File: src/rtl/conv_layer_pkg.sv
// Shared constants, serializer state type and lane helper for the conv layer output stage.
package conv_layer_pkg;

  localparam int WIDTH      = 32;
  localparam int ARRAY_SIZE = 6;

  localparam logic [WIDTH-1:0] FP32_ZERO = 32'h0000_0000;

  typedef enum logic [0:0] {OUT_IDLE, OUT_SHIFT} out_state_t;

  // Lane 0 sits in the most significant word of the row bus.
  function automatic logic [WIDTH-1:0] get_lane(input logic [ARRAY_SIZE*WIDTH-1:0] bus,
                                                input int idx);
    return bus[(ARRAY_SIZE-1-idx)*WIDTH +: WIDTH];
  endfunction

endpackage

File: src/rtl/conv_row_fifo.sv
// Synchronous row FIFO (power-of-two depth) with full/empty flags and occupancy count.
module conv_row_fifo #(
  parameter int DATA_W = 192,
  parameter int DEPTH  = 4
) (
  input  logic                         clk,
  input  logic                         i_rst,
  input  logic                         i_push,
  input  logic [DATA_W-1:0]            i_data,
  input  logic                         i_pop,
  output logic [DATA_W-1:0]            o_data,
  output logic                         o_full,
  output logic                         o_empty,
  output logic [$clog2(DEPTH+1)-1:0]   o_count
);

  localparam int AW = $clog2(DEPTH);
  localparam int CW = $clog2(DEPTH+1);

  logic [DATA_W-1:0] mem_q [DEPTH];
  logic [DATA_W-1:0] mem_d [DEPTH];
  logic [AW-1:0]     wr_ptr_q, wr_ptr_d;
  logic [AW-1:0]     rd_ptr_q, rd_ptr_d;
  logic [CW-1:0]     count_q, count_d;
  logic              push_ok, pop_ok;

  assign o_full  = (count_q == CW'(DEPTH));
  assign o_empty = (count_q == '0);
  assign o_count = count_q;
  assign o_data  = mem_q[rd_ptr_q];

  always_comb begin
    push_ok  = i_push && !o_full;
    pop_ok   = i_pop && !o_empty;
    mem_d    = mem_q;
    wr_ptr_d = wr_ptr_q + AW'(push_ok);
    rd_ptr_d = rd_ptr_q + AW'(pop_ok);
    count_d  = count_q + CW'(push_ok) - CW'(pop_ok);
    if (push_ok) mem_d[wr_ptr_q] = i_data;
  end

  always_ff @(posedge clk) begin
    if (i_rst) begin
      wr_ptr_q <= '0;
      rd_ptr_q <= '0;
      count_q  <= '0;
    end else begin
      wr_ptr_q <= wr_ptr_d;
      rd_ptr_q <= rd_ptr_d;
      count_q  <= count_d;
    end
  end

  // Storage needs no reset; occupancy alone decides what is valid.
  always_ff @(posedge clk) begin
    mem_q <= mem_d;
  end

endmodule

File: src/rtl/conv_layer_output_interface.sv
// Buffers 6-lane result rows and serializes them into a 32-bit valid/ready pixel stream.
// Optional ReLU on lane load: define CONV_OUT_RELU_EN.
module conv_layer_output_interface #(
  parameter int WIDTH      = 32,
  parameter int ARRAY_SIZE = 6,
  parameter int OUT_ROWS   = 6,
  parameter int FIFO_DEPTH = 4
) (
  input  logic                        clk,
  input  logic                        rst_n,
  input  logic [ARRAY_SIZE*WIDTH-1:0] i_feature_bus,
  input  logic                        i_feature_valid,
  output logic                        o_feature_ready,
  output logic [WIDTH-1:0]            o_pixel,
  output logic                        o_pixel_valid,
  input  logic                        i_pixel_ready,
  output logic [2:0]                  o_row_idx,
  output logic [2:0]                  o_col_idx,
  output logic                        o_frame_done,
  output logic                        o_overflow
);

  import conv_layer_pkg::*;

  localparam int CW    = $clog2(FIFO_DEPTH+1);
  localparam int BUS_W = ARRAY_SIZE*WIDTH;

  logic [BUS_W-1:0] fifo_data;
  logic             fifo_full, fifo_empty;
  logic [CW-1:0]    fifo_count, count_next;
  logic             push, pop, handshake, last_lane;

  out_state_t       state_q, state_d;
  logic [WIDTH-1:0] lane_q [ARRAY_SIZE];
  logic [WIDTH-1:0] lane_d [ARRAY_SIZE];
  logic [2:0]       col_q, col_d, row_q, row_d;
  logic             ready_q, ready_d;
  logic             overflow_q, overflow_d;
  logic             row_avail_q, row_avail_d;

  function automatic logic [WIDTH-1:0] relu(input logic [WIDTH-1:0] v);
`ifdef CONV_OUT_RELU_EN
    return v[WIDTH-1] ? FP32_ZERO : v;
`else
    return v;
`endif
  endfunction

  conv_row_fifo #(.DATA_W(BUS_W), .DEPTH(FIFO_DEPTH)) u_fifo (
    .clk     (clk),
    .i_rst   (rst_n),
    .i_push  (push),
    .i_data  (i_feature_bus),
    .i_pop   (pop),
    .o_data  (fifo_data),
    .o_full  (fifo_full),
    .o_empty (fifo_empty),
    .o_count (fifo_count)
  );

  assign o_feature_ready = ready_q;
  assign o_pixel         = lane_q[0];
  assign o_pixel_valid   = (state_q == OUT_SHIFT);
  assign o_row_idx       = row_q;
  assign o_col_idx       = col_q;
  assign o_overflow      = overflow_q;
  assign o_frame_done    = handshake && last_lane && (row_q == 3'(OUT_ROWS-1));

  always_comb begin
    handshake = (state_q == OUT_SHIFT) && i_pixel_ready;
    last_lane = (col_q == 3'(ARRAY_SIZE-1));
    push      = i_feature_valid && ready_q && !fifo_full;
    pop       = 1'b0;
    state_d   = state_q;
    lane_d    = lane_q;
    col_d     = col_q;
    row_d     = row_q;

    case (state_q)
      OUT_IDLE: begin
        // row_avail_q is the occupancy seen one edge earlier, so a fresh row waits a cycle.
        if (row_avail_q && !fifo_empty) begin
          pop     = 1'b1;
          state_d = OUT_SHIFT;
        end
      end
      OUT_SHIFT: begin
        if (i_pixel_ready) begin
          for (int i = 0; i < ARRAY_SIZE-1; i++) lane_d[i] = lane_q[i+1];
          if (last_lane) begin
            col_d = 3'd0;
            row_d = (row_q == 3'(OUT_ROWS-1)) ? 3'd0 : row_q + 3'd1;
            if (!fifo_empty) pop = 1'b1;
            else             state_d = OUT_IDLE;
          end else begin
            col_d = col_q + 3'd1;
          end
        end
      end
      default: state_d = OUT_IDLE;
    endcase

    if (pop) begin
      for (int i = 0; i < ARRAY_SIZE; i++) lane_d[i] = relu(get_lane(fifo_data, i));
    end

    // No pop credit: readiness reflects occupancy after this edge only.
    count_next  = fifo_count + CW'(push) - CW'(pop);
    ready_d     = (count_next != CW'(FIFO_DEPTH));
    overflow_d  = overflow_q || (i_feature_valid && !ready_q);
    row_avail_d = !fifo_empty;
  end

  always_ff @(posedge clk) begin
    if (rst_n) begin
      state_q     <= OUT_IDLE;
      for (int i = 0; i < ARRAY_SIZE; i++) lane_q[i] <= '0;
      col_q       <= '0;
      row_q       <= '0;
      ready_q     <= 1'b1;
      overflow_q  <= 1'b0;
      row_avail_q <= 1'b0;
    end else begin
      state_q     <= state_d;
      lane_q      <= lane_d;
      col_q       <= col_d;
      row_q       <= row_d;
      ready_q     <= ready_d;
      overflow_q  <= overflow_d;
      row_avail_q <= row_avail_d;
    end
  end

endmodule

File: config.mk
export PLATFORM = sky130hd
export DESIGN_NAME = conv_layer_output_interface
export DESIGN_NICKNAME = d
export VERILOG_FILES = /design/src/rtl/conv_layer_pkg.sv /design/src/rtl/conv_row_fifo.sv /design/src/rtl/conv_layer_output_interface.sv
export SDC_FILE = /design/constraint.sdc
export NUM_CORES = 1
export LEC_CHECK = 0
export CAP_MARGIN = 20
export CORE_MARGIN = 2
export CORE_UTILIZATION = 50
export CTS_CLUSTER_SIZE = 28
export DETAILED_ROUTE_END_ITERATION = 8
export PLACE_DENSITY = 0.66
export SLEW_MARGIN = 20
export SYNTH_ARGS = -nofsm -noshare
export SYNTH_HDL_FRONTEND = slang
export SYNTH_SLANG_ARGS = --single-unit
File: constraint.sdc
create_clock -name clk -period 50.5 [get_ports clk]
set_input_delay 10.1 -clock clk [delete_from_list [all_inputs] [get_ports clk]]
set_output_delay 10.1 -clock clk [all_outputs]
set_load 0.05 [all_outputs]
==> results of run 1 <==
## how the worst max path moves through the flow
stage                                  endpoint            start  slack [ps]
floorplan           u_fifo.mem_q[576]$_DFFE_PP_  i_feature_valid       25100
global placement                   o_frame_done    i_pixel_ready       28290
detailed placement                 o_frame_done    i_pixel_ready       28300
CTS                                o_frame_done    i_pixel_ready       28280
global route                       o_frame_done    i_pixel_ready       28180
finish                             o_frame_done    i_pixel_ready       28290
## stage by stage
stage / hold slack, ps / setup slack [ps] / cells / instance area (µm²)
after floorplan: 469 / 25100 / 2162 / 37200
after global placement: 458 / 28290 / 3176 / 39900
after detailed placement: 470 / 28300 / 3176 / 39900
after CTS: 481 / 28280 / 3360 / 43100
after global routing: 511 / 28180 / 3367 / 43200
final: 479 / 28290 / 3372 / 43200
## kinds of logic (layout without fill, tap and decap cells)
| logic type | count (synthesis) | after routing | synth area share |
|---|---|---|---|
| compound gates | 372 | 372 | 0.0681 |
| xor+xnor | 5 | 5 | 0.00118 |
| fa+ha+maj | 6 | 6 | 0.00242 |
| buf+inv | 220 | 459 | 0.0308 |
| flops | 977 | 977 | 0.733 |
| mux | 192 | 192 | 0.116 |
| other cells | 0 | 12 | 0 |
| simple gates | 390 | 390 | 0.0479 |
## per-layer routing
| layer | share of wire | routed length, µm |
|---|---|---|
| met1 | 0.38 | 34600 |
| met2 | 0.52 | 47400 |
| met3 | 0.055 | 5000 |
| met4 | 0.038 | 3430 |
| met5 | 0.00017 | 15 |
## power by group through the flow
| stage | clock network, mW | logic (mW) | registers, mW |
|---|---|---|---|
| 6_report | 0.720 | 0.634 | 1.09 |
| 5_1_grt | 0.763 | 0.682 | 1.11 |
| 3_3_place_gp | 0 | 0.630 | 1.10 |
| 4_1_cts | 0.732 | 0.641 | 1.09 |
| 2_1_floorplan | 0 | 0.461 | 1.12 |
| 3_5_place_dp | 0 | 0.639 | 1.11 |
## flip-flops by register name, indices dropped and copies added (netlist names)
signal and count:
o_overflow 1, u_fifo.o_count 3, o_pixel 32, u_fifo.rd_ptr_q 2
o_col_idx 3, o_pixel_valid 1, u_fifo.mem_q 768, u_fifo.wr_ptr_q 2
lane_q 160, o_feature_ready 1, row_avail_q 1, o_row_idx 3
## area by class of cell
type / instances / area, µm²
diodes: 12 / 30.0
repair buffers: 268 / 2640
multi-input cells: 965 / 8810
fillers: 5493 / 30000
clock buffers: 138 / 2820
flip-flops and latches: 977 / 27300
well taps: 959 / 1200
clock inverters: 46 / 402
inverters: 7 / 26.3
## worst max-delay path, delay by kind of cell
kind | cells | cell delay [ps]
simple gates | 3 | 610
buf+inv | 2 | 1390
## cell usage in the layout, fill, tap and decap left out, types with 6 or more instances in the layout
| master | instances |
|---|---|
| bufinv_16 | 6 |
| nand2_1 | 7 |
| clkbuf_16 | 103 |
| buf_4 | 27 |
| mux4_2 | 192 |
| nor2_1 | 168 |
| a311oi_1 | 159 |
| diode_2 | 12 |
| clkbuf_8 | 12 |
| clkbuf_1 | 24 |
| edfxtp_1 | 768 |
| o21ai_1 | 25 |
| a21oi_1 | 40 |
| o21ai_0 | 138 |
| clkinv_2 | 19 |
| clkdlybuf4s50_1 | 236 |
| nand3_1 | 195 |
| inv_1 | 7 |
| clkinv_1 | 11 |
| dfxtp_1 | 207 |
==> flow_summary.ini, run 1 <==
[synthesis]
synth_edf_count = 768
async_reset_ff_frac = 0
syn_avg_cell_area_um2 = 17.2
synthesis.area_mm2 = 0.0372
ys.flop_type = edfxtp_1
seq_area_frac_synth = 0.733
yosysTopAreaCell = edfxtp_1
yosys_warnings = 0
netlist-cell-type-count = 40
postSynthCellCount = 2162
synth.top_cell.area_share = 0.621
syn_nets = 2364
synth_most_common_cell = edfxtp_1
synth_commonest_cells = 768 x edfxtp_1, 209 x dfxtp_1, 195 x nand3_1, 192 x mux4_2, 169 x nor2_1
yosys-top-cells-area = edfxtp_1 62%, mux4_2 12%, dfxtp_1 11%, a311oi_1 3.7%, nand3_1 2.6%
ys_ff_latch = 977

[drt]
wl_per_cell_um = 26.8
ant_nets = 0
vias_per_cell = 6.05
drcViolationCount = 0
first_pass_iters = 6
vias = 20400
drt_iter0_markers = 2011
routed_wl_mm = 90.5

[critical_path]
reg2regPathDepth = 5
rrSetupSlack_ps = 46670
cp-start-kind = primary input
cpMostUsedCell = clkdlybuf4s50_1
cp_max_fo = 5
cpMaxStageDelayCell = clkdlybuf4s50_1
critical_path_class = primary input to output pin
cpPeakStageDelay_ps = 850
worstReg2RegStart = u_fifo.o_count[1]$_SDFF_PP0_
endpoint_kind = output pin
required_ps = 40400
arrival_ps = 12110
r2r-end = u_fifo.mem_q[176]$_DFFE_PP_
cp_cell_sequence = clkdlybuf4s50_1 > and3_4 > nand3_1 > nor3b_1 > clkdlybuf4s50_1

[global_routing]
antenna_found_initial = 12
use_met2 = 0.409
grt-ovfl-total = 0
grt_max_degree = 227
grt_busiest_layer = met2
use_met3 = 0.0384
grt_pass1_vias = 20700
grt_util_met1 = 0.295
grt_first_pass_wirelength_mm = 134
grt_util_all_layers = 0.235

[sta]
rsz0062_at_grt = false
fin_crit_ps = 22210
finClkSkew_ps = 25.3
finalSetupTns_ps = 0
period_share = 0.440
clock.fmax_mhz = 45.0
finalHoldViolCount = 0
setup_violations = 0
drv_slew = 0
worstMarginPinSlew_ps = 1110
relSlewSlack = 0.258

[floorplanning]
initial_core_util = 0.508
fp-row-count = 99
ios = 238
dieHeight_um = 277
fp.dieW_um = 277
core_mm2 = 0.0732
die_area_mm2 = 0.0765

[pwr]
pwr-share-clk = 0.294
vdd_drop_max_v = 0.0000457
p_sw_frac = 0.323
p_int_mw = 1.66
pwr-share-comb = 0.259
power_density_mw_per_mm2 = 56.7
p_sw_uw = 791
power_mw = 2.45
pwr-share-seq = 0.447
p_leak_nw = 13.1

[clock_network]
cts_hold_buf = 0
root_buffer = clkbuf_16
htree_levels = 3
cts_sinks = 977
ctsResizeCount = 0
tritoncts = yes
cts_buffer_depth = 3
cts_buffers = 99
clk_pin_slew_ps = 60
insertion_delay_ps = 650
postCtsSetupRepairBufs = 0

[layout]
fin_nets = 2520
post-route-util = 0.590
area_delta_synth_final_pct = 16.2
drive_gt1_frac = 0.162

[hold_path]
hold_end = o_overflow$_SDFF_PP0_
hold_path_class = register to register
worstHoldStart = o_overflow$_SDFF_PP0_
holdPathStages = 2

[placement]
dp_hpwl_mm = 53.8
io_buffers = 237
place.gp.congestion = 0.783

[outcome]
status = finished, final reports clean

[flow_run]
maxCapViolCount = 0
Note: power is estimated with default switching activity, not from simulation.
==> run 2: changes to the inputs <==
--- a/config.mk
+++ b/config.mk
@@ -10,7 +10,7 @@
 export CORE_UTILIZATION = 50
 export CTS_CLUSTER_SIZE = 28
 export DETAILED_ROUTE_END_ITERATION = 8
-export PLACE_DENSITY = 0.66
+export PLACE_DENSITY = 0.69
 export SLEW_MARGIN = 20
 export SYNTH_ARGS = -nofsm -noshare
 export SYNTH_HDL_FRONTEND = slang
==> constraint.sdc (replaced) <==
create_clock -name clk -period 18.95 [get_ports clk]
set_input_delay 3.79 -clock clk [delete_from_list [all_inputs] [get_ports clk]]
set_output_delay 3.79 -clock clk [all_outputs]
set_load 0.05 [all_outputs]
==> flow_summary.ini, run 2 (synthesized netlist as in run 1, its figures left out) <==
[floorplanning]
fp.dieW_um = 277
ios = 238
core_mm2 = 0.0732
die_area_mm2 = 0.0765
initial_core_util = 0.508
dieHeight_um = 277
fp-row-count = 99

[sta]
relSlewSlack = -0.0503
fin_ws_ps = 9370
worstMarginPinSlew_ps = 1580
rsz0062_at_grt = false
period_share = 0.506
finalSetupTns_ps = 0
finClkSkew_ps = 23.5
drv_slew = 70
fin_crit_ps = 9580
setup_violations = 0
finalHoldViolCount = 0
hold_ws_ps = 470
clock.fmax_mhz = 104

[clock_network]
insertion_delay_ps = 660
cts_buffer_depth = 3
postCtsSetupRepairBufs = 0
cts_buffers = 97
cts_sinks = 977
ctsResizeCount = 0
htree_levels = 3
tritoncts = yes
root_buffer = clkbuf_16
cts_hold_buf = 0
clk_pin_slew_ps = 60

[layout]
design_area_mm2 = 0.0432
mostFrequentLayoutCells = 768 x edfxtp_1, 236 x clkdlybuf4s50_1, 207 x dfxtp_1, 195 x nand3_1, 192 x mux4_2
fill_cells = 5406
regArea_mm2 = 0.0273
largest_register_ffs = 768
area_delta_synth_final_pct = 16.4
drive_gt1_frac = 0.164
top_register = u_fifo.mem_q
fin_nets = 2514
layout_commonest_cell = edfxtp_1
multiInputGateArea_mm2 = 0.00881

[outcome]
violations = max-slew violations
status = finished, violations left

[critical_path]
arrival_ps = 5790
critical_path_class = primary input to output pin
cp-start-kind = primary input
cp_max_fo = 5
required_ps = 15160
endpoint_kind = output pin

[drt]
vias = 20400
first_pass_iters = 5
vias_per_cell = 6.07
wl_per_cell_um = 26.1
routed_wl_mm = 87.8
ant_nets = 0
drt_iter0_markers = 2019
drcViolationCount = 0

[pwr]
pwr-share-seq = 0.446
p_sw_mw = 2.09
p_sw_frac = 0.320
vdd_drop_max_v = 0.000156
pwr-share-clk = 0.297
power_density_mw_per_mm2 = 151
p_leak_nw = 13.1
pwr-share-comb = 0.257
p_int_mw = 4.44

[placement]
io_buffers = 237
pre_cts_ws_ps = 9380
place.gp.congestion = 0.775
place_area_mm2 = 0.0399
dp_hpwl_mm = 51.0

[global_routing]
grt_first_pass_wirelength_mm = 131
grt_pass1_vias = 20500
antenna_found_initial = 14
grt-ovfl-total = 0
grt_max_degree = 228
grt_util_all_layers = 0.228

[flow_run]
maxCapViolCount = 0

[hold_path]
hold_path_class = register to register
## run 2: metrics by stage
stage,std cells,utilization,power [mW]
after floorplan,2162,-,4.17
after global placement,3171,0.545,4.60
after detailed placement,3171,0.545,4.64
after CTS,3353,0.590,6.57
after global routing,3360,0.591,6.80
final,3363,0.591,6.53
## run 2: path summary, 6_finish.rpt
kind	startpoint	to	slack [ps]	depth (start not counted)
max	i_pixel_ready	o_frame_done	9370	5
min	o_overflow$_SDFF_PP0_	o_overflow$_SDFF_PP0_	470	2
max reg2reg	u_fifo.o_count[1]$_SDFF_PP0_	u_fifo.mem_q[256]$_DFFE_PP_	15110	6
min reg2reg	o_overflow$_SDFF_PP0_	o_overflow$_SDFF_PP0_	470	2
## run 2: worst max-delay path, stage by stage
cell and delay [ps]:
clkdlybuf4s50_1 560, and3_4 240, nand3_1 150, nor3b_1 220, clkdlybuf4s50_1 830
## run 2: layout make-up
type,count,area share
Antenna cell,9,0.000521
Inverter,7,0.000608
Clock inverter,49,0.0115
Multi-Input combinational cell,965,0.204
Timing Repair Buffer,264,0.0615
Sequential cell,977,0.630
Tap cell,959,0.0277
Clock buffer,133,0.0642
## run 2: per-layer routing
metal  part of all wire  track usage
met2               0.52        0.394
met3              0.058       0.0409
met4              0.035       0.0868
met1               0.38        0.288
met5            0.00076            0
## run 2: power by group through the flow
stage          Combinational, mW  Sequential [mW]  Clock, mW
6_report                    1.68             2.91       1.94
5_1_grt                     1.80             2.94       2.05
4_1_cts                     1.67             2.92       1.97
3_5_place_dp                1.67             2.97          0
3_3_place_gp                1.65             2.95          0
2_1_floorplan               1.23             2.94          0
==> run 3: changes to the inputs <==
--- a/config.mk
+++ b/config.mk
@@ -10,7 +10,7 @@
 export CORE_UTILIZATION = 50
 export CTS_CLUSTER_SIZE = 28
 export DETAILED_ROUTE_END_ITERATION = 8
-export PLACE_DENSITY = 0.69
+export PLACE_DENSITY = 0.66
 export SLEW_MARGIN = 20
 export SYNTH_ARGS = -nofsm -noshare
 export SYNTH_HDL_FRONTEND = slang
==> constraint.sdc (replaced) <==
create_clock -name clk -period 9.36 [get_ports clk]
set_input_delay 1.872 -clock clk [delete_from_list [all_inputs] [get_ports clk]]
set_output_delay 1.872 -clock clk [all_outputs]
set_load 0.05 [all_outputs]
==> flow_summary.ini, run 3 (synthesized netlist as in run 1, its figures left out) <==
[drt]
first_pass_iters = 8
ant_nets = 0
wl_per_cell_um = 26.4
drt_iter0_markers = 1786
drcViolationCount = 0
vias = 20300
routed_wl_mm = 88.5
vias_per_cell = 6.05

[placement]
place.gp.congestion = 0.761
dp_hpwl_mm = 52.0
io_buffers = 237

[floorplanning]
dieHeight_um = 277
core_mm2 = 0.0732
die_area_mm2 = 0.0765
ios = 238
fp.dieW_um = 277
fp-row-count = 99
initial_core_util = 0.508

[clock_network]
cts_buffers = 97
postCtsSetupRepairBufs = 0
insertion_delay_ps = 660
tritoncts = yes
htree_levels = 3
clk_pin_slew_ps = 60
cts_sinks = 977
root_buffer = clkbuf_16
cts_buffer_depth = 3
ctsResizeCount = 0
cts_hold_buf = 0

[sta]
finClkSkew_ps = 29.1
drv_slew = 0
period_share = 0.611
worstMarginPinSlew_ps = 1170
fin_crit_ps = 5720
finalHoldViolCount = 0
clock.fmax_mhz = 175
relSlewSlack = 0.219
setup_violations = 0
rsz0062_at_grt = false
hold_ws_ps = 496
finalSetupTns_ps = 0

[global_routing]
grt_util_all_layers = 0.229
grt_first_pass_wirelength_mm = 131
grt-ovfl-total = 0
antenna_found_initial = 10
grt_max_degree = 226
grt_pass1_vias = 20500

[critical_path]
critical_path_class = primary input to output pin
endpoint_kind = output pin
cpMostUsedCell = clkdlybuf4s50_1
cp_max_fo = 5
cp_cell_sequence = clkdlybuf4s50_1 > and3_4 > nand3_1 > nor3b_1 > clkdlybuf4s50_1
cpPeakStageDelay_ps = 830
rrSetupSlack_ps = 5860
cp-start-kind = primary input
arrival_ps = 3850
cpMaxStageDelayCell = clkdlybuf4s50_1
required_ps = 7490

[layout]
layout_commonest_cell = edfxtp_1
area_delta_synth_final_pct = 16.2
top_register = u_fifo.mem_q
fill_cells = 5446
fin_nets = 2512
drive_gt1_frac = 0.160
mostFrequentLayoutCells = 768 x edfxtp_1, 236 x clkdlybuf4s50_1, 207 x dfxtp_1, 195 x nand3_1, 192 x mux4_2
largest_register_ffs = 768

[pwr]
vdd_drop_max_v = 0.000486
power_density_mw_per_mm2 = 306
p_leak_nw = 13.1

[outcome]
status = finished, final reports clean

[flow_run]
maxCapViolCount = 0

[hold_path]
hold_path_class = register to register
run 3: cell count changes in the layout (fill, tap and decap cells not counted), sizes merged, moves of 3 or more:
| cell | before | now |
|---|---|---|
| bufinv | 8 | 12 |
| inv | 15 | 12 |
| buf | 28 | 25 |
| clkinv | 31 | 38 |
| clkbuf | 133 | 128 |
| diode | 9 | 6 |
run 3: worst paths after layout:
check	from	endpoint	depth (start not counted)
max	i_pixel_ready	o_frame_done	5
max reg2reg	u_fifo.o_count[1]$_SDFF_PP0_	u_fifo.mem_q[473]$_DFFE_PP_	4
min	o_overflow$_SDFF_PP0_	o_overflow$_SDFF_PP0_	2
min reg2reg	o_overflow$_SDFF_PP0_	o_overflow$_SDFF_PP0_	2
run 3: final cells by class:
cell class,instances,area [µm²],share of cell area
inverter,7,26.3,0.000608
clock buffer,127,2600,0.0602
tap,959,1200,0.0278
antenna,6,15.0,0.000348
sequential,977,27300,0.631
multi-input combinational,965,8810,0.204
clock inverter,56,627,0.0145
timing repair buffer,262,2650,0.0614
run 3: where the power goes:
group          internal [mW]  switching [mW]
Sequential              5.55           0.375
Combinational           1.12            2.23
Clock                   2.30            1.62
run 3: stage by stage:
step,utilization,power (mW),instances,cell area [µm²],setup WS (ps)
3_3_place_gp,0.545,9.31,3169,39900,3620
5_1_grt,0.590,13.8,3356,43200,3550
2_1_floorplan,-,8.39,2162,37200,1550
3_5_place_dp,0.546,9.39,3170,39900,3640
6_report,0.590,13.2,3359,43200,3640
4_1_cts,0.590,13.3,3353,43200,3630
run 3: worst max-delay path: cells and delay by family:
kind	cells	cell delay (ps)
AND/OR/NAND/NOR	3	600
buffers and inverters	2	1370
run 3: metal layers:
metal  wire length (µm)  up-vias  part of all wire  track usage
met5                 34        -           0.00038            0
li1                   -     8999                 -            -
met4               3000        6             0.034       0.0870
met2              46600      655              0.53        0.404
met3               5060      149             0.057       0.0397
met1              33800    10500              0.38        0.284
